<file path="src/rtl/alu_seq_ctrl.sv">
// -----------------------------------------------------------------------------
// alu_seq_ctrl
//
// Sequencer that drives an external 8-bit ALU around an 8-bit accumulator.
// A command either loads the accumulator directly or runs one ALU operation,
// optionally repeated. Each pass holds the ALU operands for SETTLE_CYC cycles
// and then captures the ALU result, zero flag and carry-out. The result is
// presented on a valid/ready response port until it is consumed.
//
// Parameters
//   ACC_INIT    accumulator reset value
//   SETTLE_CYC  cycles the ALU operands are held before capture (1..3)
//
// Ports
//   clk, rst_n                          clock, asynchronous active-low reset
//   cmd_valid / cmd_ready               command handshake (ready only in IDLE)
//   cmd_load, cmd_sel, cmd_cin,
//   cmd_b, cmd_rep                      command payload
//   alu_a, alu_b, alu_s, alu_cin        operands and controls to the ALU
//   alu_d, alu_z, alu_cout              result and flags from the ALU
//   rsp_valid / rsp_ready               response handshake (valid only in DONE)
//   rsp_acc, rsp_z, rsp_c               accumulator and flags, always visible
// -----------------------------------------------------------------------------
module alu_seq_ctrl #(
  parameter logic [7:0] ACC_INIT   = 8'h00,
  parameter int         SETTLE_CYC = 1
) (
  input  logic       clk,
  input  logic       rst_n,

  input  logic       cmd_valid,
  output logic       cmd_ready,
  input  logic       cmd_load,
  input  logic [3:0] cmd_sel,
  input  logic       cmd_cin,
  input  logic [7:0] cmd_b,
  input  logic [2:0] cmd_rep,

  output logic [7:0] alu_a,
  output logic [7:0] alu_b,
  output logic [3:0] alu_s,
  output logic       alu_cin,
  input  logic [7:0] alu_d,
  input  logic       alu_z,
  input  logic       alu_cout,

  output logic       rsp_valid,
  input  logic       rsp_ready,
  output logic [7:0] rsp_acc,
  output logic       rsp_z,
  output logic       rsp_c
);

  typedef enum logic [1:0] {
    IDLE    = 2'd0,
    ISSUE   = 2'd1,
    CAPTURE = 2'd2,
    DONE    = 2'd3
  } state_e;

  // The settle counter counts down to zero, so a pass spends exactly
  // SETTLE_CYC cycles in ISSUE.
  localparam logic [1:0] SETTLE_INIT = 2'(SETTLE_CYC - 1);

  state_e     state_q, state_d;

  logic [7:0] acc_q, acc_d;
  logic       z_q, z_d;
  logic       c_q, c_d;
  logic [2:0] rep_cnt_q, rep_cnt_d;
  logic [1:0] settle_q, settle_d;

  // The ALU operand registers double as the command registers for b, sel and
  // cin; they are only written on acceptance or between passes, so they keep
  // their last values while the block is idle or waiting in DONE.
  logic [7:0] alu_a_q, alu_a_d;
  logic [7:0] alu_b_q, alu_b_d;
  logic [3:0] alu_s_q, alu_s_d;
  logic       alu_cin_q, alu_cin_d;

  logic       accept;
  assign accept = cmd_valid && (state_q == IDLE);

  // ---------------------------------------------------------------------------
  // State register
  // ---------------------------------------------------------------------------
  // NOTE: sequential state uses non-blocking assignments so every register
  // samples its pre-edge inputs, independent of process ordering.
  always_ff @(posedge clk or negedge rst_n) begin
    if (!rst_n) begin
      state_q <= IDLE;
    end else begin
      state_q <= state_d;
    end
  end

  // ---------------------------------------------------------------------------
  // Next-state logic
  // ---------------------------------------------------------------------------
  // NOTE: every combinational output gets a default first, so no path leaves
  // it unassigned and no latch is inferred.
  always_comb begin
    state_d = state_q;
    unique case (state_q)
      IDLE:    if (cmd_valid) state_d = cmd_load ? DONE : ISSUE;
      ISSUE:   if (settle_q == 2'd0) state_d = CAPTURE;
      CAPTURE: state_d = (rep_cnt_q != 3'd0) ? ISSUE : DONE;
      DONE:    if (rsp_ready) state_d = IDLE;
      default: state_d = IDLE;
    endcase
  end

  // ---------------------------------------------------------------------------
  // FSM outputs: pure decodes of the state register
  // ---------------------------------------------------------------------------
  always_comb begin
    cmd_ready = (state_q == IDLE);
    rsp_valid = (state_q == DONE);
  end

  // ---------------------------------------------------------------------------
  // Datapath next-state
  // ---------------------------------------------------------------------------
  always_comb begin
    acc_d     = acc_q;
    z_d       = z_q;
    c_d       = c_q;
    rep_cnt_d = rep_cnt_q;
    settle_d  = settle_q;
    alu_a_d   = alu_a_q;
    alu_b_d   = alu_b_q;
    alu_s_d   = alu_s_q;
    alu_cin_d = alu_cin_q;

    unique case (state_q)
      IDLE: begin
        if (accept) begin
          if (cmd_load) begin
            acc_d = cmd_b;
            z_d   = (cmd_b == 8'h00);
            c_d   = 1'b0;
          end else begin
            // sel is copied verbatim; the block never interprets it.
            alu_a_d   = acc_q;
            alu_b_d   = cmd_b;
            alu_s_d   = cmd_sel;
            alu_cin_d = cmd_cin;
            rep_cnt_d = cmd_rep;
            settle_d  = SETTLE_INIT;
          end
        end
      end
      ISSUE: begin
        if (settle_q != 2'd0) settle_d = settle_q - 2'd1;
      end
      CAPTURE: begin
        acc_d = alu_d;
        z_d   = alu_z;
        c_d   = alu_cout;
        if (rep_cnt_q != 3'd0) begin
          rep_cnt_d = rep_cnt_q - 3'd1;
          // Next pass operates on the freshly captured accumulator.
          alu_a_d   = alu_d;
          settle_d  = SETTLE_INIT;
        end
      end
      default: ;
    endcase
  end

  // ---------------------------------------------------------------------------
  // Datapath registers
  // ---------------------------------------------------------------------------
  always_ff @(posedge clk or negedge rst_n) begin
    if (!rst_n) begin
      acc_q     <= ACC_INIT;
      z_q       <= (ACC_INIT == 8'h00);
      c_q       <= 1'b0;
      rep_cnt_q <= 3'd0;
      settle_q  <= 2'd0;
      alu_a_q   <= 8'h00;
      alu_b_q   <= 8'h00;
      alu_s_q   <= 4'h0;
      alu_cin_q <= 1'b0;
    end else begin
      acc_q     <= acc_d;
      z_q       <= z_d;
      c_q       <= c_d;
      rep_cnt_q <= rep_cnt_d;
      settle_q  <= settle_d;
      alu_a_q   <= alu_a_d;
      alu_b_q   <= alu_b_d;
      alu_s_q   <= alu_s_d;
      alu_cin_q <= alu_cin_d;
    end
  end

  assign alu_a   = alu_a_q;
  assign alu_b   = alu_b_q;
  assign alu_s   = alu_s_q;
  assign alu_cin = alu_cin_q;

  assign rsp_acc = acc_q;
  assign rsp_z   = z_q;
  assign rsp_c   = c_q;

endmodule

</file>
<file path="config.mk">
export PLATFORM = sky130hd
export DESIGN_NAME = alu_seq_ctrl
export DESIGN_NICKNAME = d
export VERILOG_FILES = /design/src/rtl/alu_seq_ctrl.sv
export SDC_FILE = /design/constraint.sdc
export NUM_CORES = 1
export LEC_CHECK = 0
export ABC_CLOCK_PERIOD_IN_PS = 1700
export BUFFER_PORTS_ARGS = -buffer_cell sky130_fd_sc_hd__buf_2
export CAP_MARGIN = 40
export CORE_MARGIN = 3
export CORE_UTILIZATION = 45
export DETAILED_ROUTE_END_ITERATION = 8
export PLACE_DENSITY = 0.83
export SETUP_SLACK_MARGIN = 0.1
export SYNTH_ARGS = -nofsm -noshare
export SYNTH_HDL_FRONTEND = slang
export SYNTH_SLANG_ARGS = --single-unit
</file>
<file path="constraint.sdc">
create_clock -name clk -period 1.7 [get_ports clk]
set_clock_uncertainty 0.15 [all_clocks]
set_input_delay 0.17 -clock clk [delete_from_list [all_inputs] [get_ports clk]]
set_output_delay 0.17 -clock clk [all_outputs]
set_load 0.03 [all_outputs]
</file>
== After elaboration in Yosys (flattened, before gate mapping) ==
Index checks and enable logic that the tools add are counted.
W data, S select, Z words.
Operators by class
  add/sub/neg operators: 2
  $mul: 0
  divide/modulo/power cells: 0
  magnitude comparators: 0
  eq/ne operators: 11
  shift operators: 0
  mux-type cells: 28
  bitwise operators: 1
  reduce and logical (&&, ||, !) cells: 13
Operators by type and width (number)
  $mux W8: 5
  $pmux W8 S2: 2
  $mux W2: 9
  $ne A2 B2 Y1 const B: 5
  $mux W3: 3
  $reduce_and A3 Y1: 3
  $logic_not A8 Y1: 1
  $pmux W2 S4: 1
  $ne A2 B1 Y1 const B: 3
  $pmux W2 S3: 1
  $pmux W3 S2: 1
  $reduce_bool A3 Y1: 2
  $reduce_and A5 Y1: 1
  $eq A2 B2 Y1 const B: 2
  $logic_not A2 Y1: 2
  $mux W1: 4
  $pmux W1 S2: 2
  $reduce_and A4 Y1: 1
  $reduce_bool A2 Y1: 2
  $sub A3 B1 Y3 const B: 1
  $eq A2 B1 Y1 const B: 1
  $sub A2 B1 Y2 const B: 1
  $logic_and A1 B1 Y1: 1
  $not A1 Y1: 1
Storage, ports and cells
  bits in registers: 38
  latch bits: 0
  memory bits (writable): 0
  memory bits (read-only): 0
  bits of input ports: 31
  output and inout port bits: 33
  logic and storage cells: 65
  memories kept: 0

== Depth between registers and ports, before layout ==
  word-level depth: 4
  gate-level depth with buffers: 6
  gate-level depth less buffers: 5

== Worst setup path before layout ==
Ideal clock, no wire load.
  kind: register to register
  start point: reg state_q[1]
  end point: reg alu_a_q[2], in the netlist alu_a[2]
  library setup time: 0.125 ns
  arrival time: 1.524 ns
  slack: -0.099 ns
  stages on the path, launching flop included: 5
  buffers on the path: 1
  period minus slack after synthesis: 1.799 ns
  cells stage by stage: dfrtp_1 nor4b_4 o21bai_4 buf_8 mux2_4
Between the ends
  longest elaborated chain between the ends: 4
  elaborated cells on any way between the ends: 9
  those cells by class: eq/ne (4); mux (1); reduce/logical (4)
Ends and longest elaborated chain
  from (decl): line 65  | state_e state_q, state_d;
  from (signal assigned): line 93  | state_q <= state_d;
  $logic_not A2 Y1: line 82, 135
  $logic_and A1 B1 Y1: line 82  | assign accept = cmd_valid && (state_q == IDLE);
  $ne A2 B1 Y1 (no source line)
  $reduce_and A4 Y1 (no source line)
  to (signal assigned): line 191  | alu_a_q <= alu_a_d;
  to (decl): line 76  | logic [7:0] alu_a_q, alu_a_d;
Several ways; a longest one is shown, not always the timed one.
A chain may end at the register's enable or synchronous reset.

== Worst setup path in the final report ==
  start point: reg state_q[0]
  end point: reg alu_b_q[5], in the netlist alu_b[5]
Between the ends
  longest elaborated chain between the ends: 3
Ends and longest elaborated chain
  $logic_not A2 Y1 (*): line 82, 135
  $logic_and A1 B1 Y1: line 82
  $reduce_and A3 Y1 (no source line) (*)
  to (signal assigned): line 192  | alu_b_q <= alu_b_d;
  to (decl): line 77  | logic [7:0] alu_b_q, alu_b_d;
Every way passes the cells marked *; elsewhere a longest branch is shown, timed or not.

==> results_dict.tcl <==
set metrics [dict create \
    critPathMaxStageDelay_ns 0.44 \
    reg2reg_to "alu_b[5]" \
    diodes 0 \
    synth_top_cell_by_area "dfrtp_1" \
    hold_slack_ns 0.00450 \
    wl_met3_um 315 \
    worstSetupEndpointType "flip-flop" \
    total_power_mw 5.91 \
    reg2reg_slack_ns 0.06 \
    hold_viol_final 0 \
    avgViaCountPerCell 5.15 \
    rsz0062_at_grt "true" \
    firstDrtPassIters 4 \
    overflow 0 \
    ys.warnings.count 0 \
    tns_ns 0 \
    synth_edf_count 0 \
    fmax_mhz 608 \
    worstSetupPathType "reg -> reg" \
    grt_pass1_vias 1462 \
    critPathMaxFanout 16 \
    dp_hpwl_um 3130 \
    tritoncts "yes" \
    netlist_area_um2 1880 \
    tightest_slew_ns 0.436 \
    clk_latency_ns 0.29 \
    clock-sinks 38 \
    crit_required_ns 1.72 \
    hold_class "in -> reg" \
    die_area_um2 4990 \
    r2r_start "state_q[0]" \
    post-route-drc-count 0 \
    io_pins 64 \
    cp_slowest_cell "dfrtp_2" \
    initial_core_util 0.488 \
    synth-seq-area-share 0.506 \
    final_nets 263 \
    syn_inst 140 \
    status "complete, no violations" \
    worstHoldStart "cmd_rep[0]" \
    grt_max_degree 19 \
    wl_per_cell_um 15.9 \
    rr_worst_depth 3 \
    netlist_top_cells_area "dfrtp_1 (49%), mux2_2 (23%), mux2_4 (4.8%)" \
    leakagePower_nw 1.28 \
    numCtsBuffers 5 \
    wl_met2_um 2130 \
    fin_area_um2 2660 \
    top_layer "met4" \
    drtIter0Drc 73 \
    synth_flop_cell "dfrtp_1" \
    vias 1432 \
    synthArstFlopShare 1.00 \
    max_slew_margin 0.707 \
    arrival_ns 1.67 \
    layout-drive-gt1-share 0.622 \
    cap_violations 0 \
    fillCellCount 320 \
    syn_nets 174 \
    core_um2 3850 \
    grt_pass1_wl_um 7020 \
    synth_most_common_cell "mux2_2" \
    wl_um 4420 \
    whs_path_depth 3 \
    wl_met1_um 1950 \
    final_util 0.691 \
    die_width_um 70.7 \
    drv_slew 0 \
    cts_buffer_depth 2 \
    yosysTopAreaCellShare 0.492 \
    hold_end "rep_cnt_q[0]" \
    numPortBuffers 63 \
    cellPowerDensity_nw_per_um2 2220 \
    ant_nets 0 \
    track_usage 0.180 \
    clk_pin_slew_ns 0.07 \
    syn_area_per_cell_um2 13.4 \
    ys_ff_latch 38 \
    setup_viol 0 \
    fin_crit_ns 1.64 \
    crit_chain "nor4b_4, buf_4, mux2_2" \
    area_delta_synth_final_pct 41.5 \
    clock-root-buffer "clkbuf_8" \
    globalplace.congestion 0.749 \
    die_h_um 70.7 \
    place_area_um2 2340 \
    cp-start-kind "flip-flop" \
    rows 22 \
    cts.htree.levels 2 \
    synth_commonest_cells "mux2_2 (39), dfrtp_1 (37), inv_1 (7)" \
    antenna_found_initial 0 \
    period_share 0.967 \
    ir_drop_uv 1110 \
    synth_cell_type_count 33 \
]
==> kinds of logic (layout without fill, tap and decap cells) <==
group	after synthesis	in the layout	synth area share
muxes	48	48	0.297
DFF	38	38	0.506
and+or+nand+nor	20	20	0.0692
AOI/OAI and AO/OA	17	17	0.0625
buffers and inverters	14	104	0.0452
adders and majority gates	3	3	0.0199
==> cells in the final DEF, fill, tap and decap left out, types with 2 or more instances in the layout <==
cell type	instances
mux2_4	11
buf_12	3
inv_1	6
buf_2	62
dlygate4sd3_1	11
buf_4	8
a21oi_1	4
o21ai_0	5
buf_6	3
ha_1	2
clkbuf_1	2
nand2_1	5
nor4_1	2
clkbuf_8	5
mux2i_1	3
dfrtp_2	2
nor2b_1	2
dfrtp_1	35
mux2_2	34
==> how the worst max path moves through the flow <==
stage,start,endpoint,slack [ns],cells after the start
after global routing,state_q[0],alu_b[5],-0.001,3
after CTS,state_q[0],alu_b[7],0.07,3
final,state_q[0],alu_b[5],0.06,3
after floorplan,state_q[0],alu_a[2],-0.1,4
after detailed placement,state_q[0],alu_a[1],-0.04,4
after global placement,state_q[0],rsp_acc[2],0.006,4
==> critical path: cells and delay by family (launching register included) <==
family                 cells  cell delay [ns]
buffers and inverters      1             0.30
DFF                        1             0.44
muxes                      1             0.36
and+or+nand+nor            1             0.27
==> state kept, by name, summed over array words and instances (netlist names) <==
register and count:
alu_cin 1, rsp_z 1, alu_b 8, rsp_c 1, settle_q 2, alu_a 8, state_q 2, rep_cnt_q 3
alu_s 4, rsp_acc 8
==> repair_timing <==
action	4_1_cts	5_1_grt
endpoints found under the setup margin	29	35
hold endpoints to repair	26	0
pin swaps	2	3
resized for setup	8	14
hold buffers	11	0
setup buffers	1	0
cloned	0	1
==> power breakdown <==
| part | internal (mW) | total [mW] | switching, mW | leakage [nW] |
|---|---|---|---|---|
| registers | 1.38 | 1.68 | 0.298 | 0.452 |
| clock network | 0.439 | 0.758 | 0.319 | 0.0524 |
| logic | 1.67 | 3.47 | 1.80 | 0.771 |
| total | 3.49 | 5.91 | 2.42 | 1.28 |
==> layout make-up <==
cell class	instances	area (um^2)	area share
inverters	7	26.3	0.00987
clock inverters	1	30.0	0.0113
flip-flops and latches	38	955	0.359
clock buffers	7	76.3	0.0287
well taps	48	60.1	0.0226
multi-input cells	88	908	0.341
repair buffers	89	607	0.228
==> through the flow <==
stage,std cells,setup WS (ns)
finish,278,0.0558
global route,278,-0.00132
CTS,278,0.0661
detailed placement,258,-0.0359
global placement,258,0.00633
floorplan,140,-0.0970
==> layer usage <==
layer,vias to the layer above,GRT usage
li1,676,-
met1,697,0.237
met2,57,0.289
met3,2,0.0597
met4,0,0.0438
met5,-,0
Note: power is estimated with default switching activity, not from simulation.
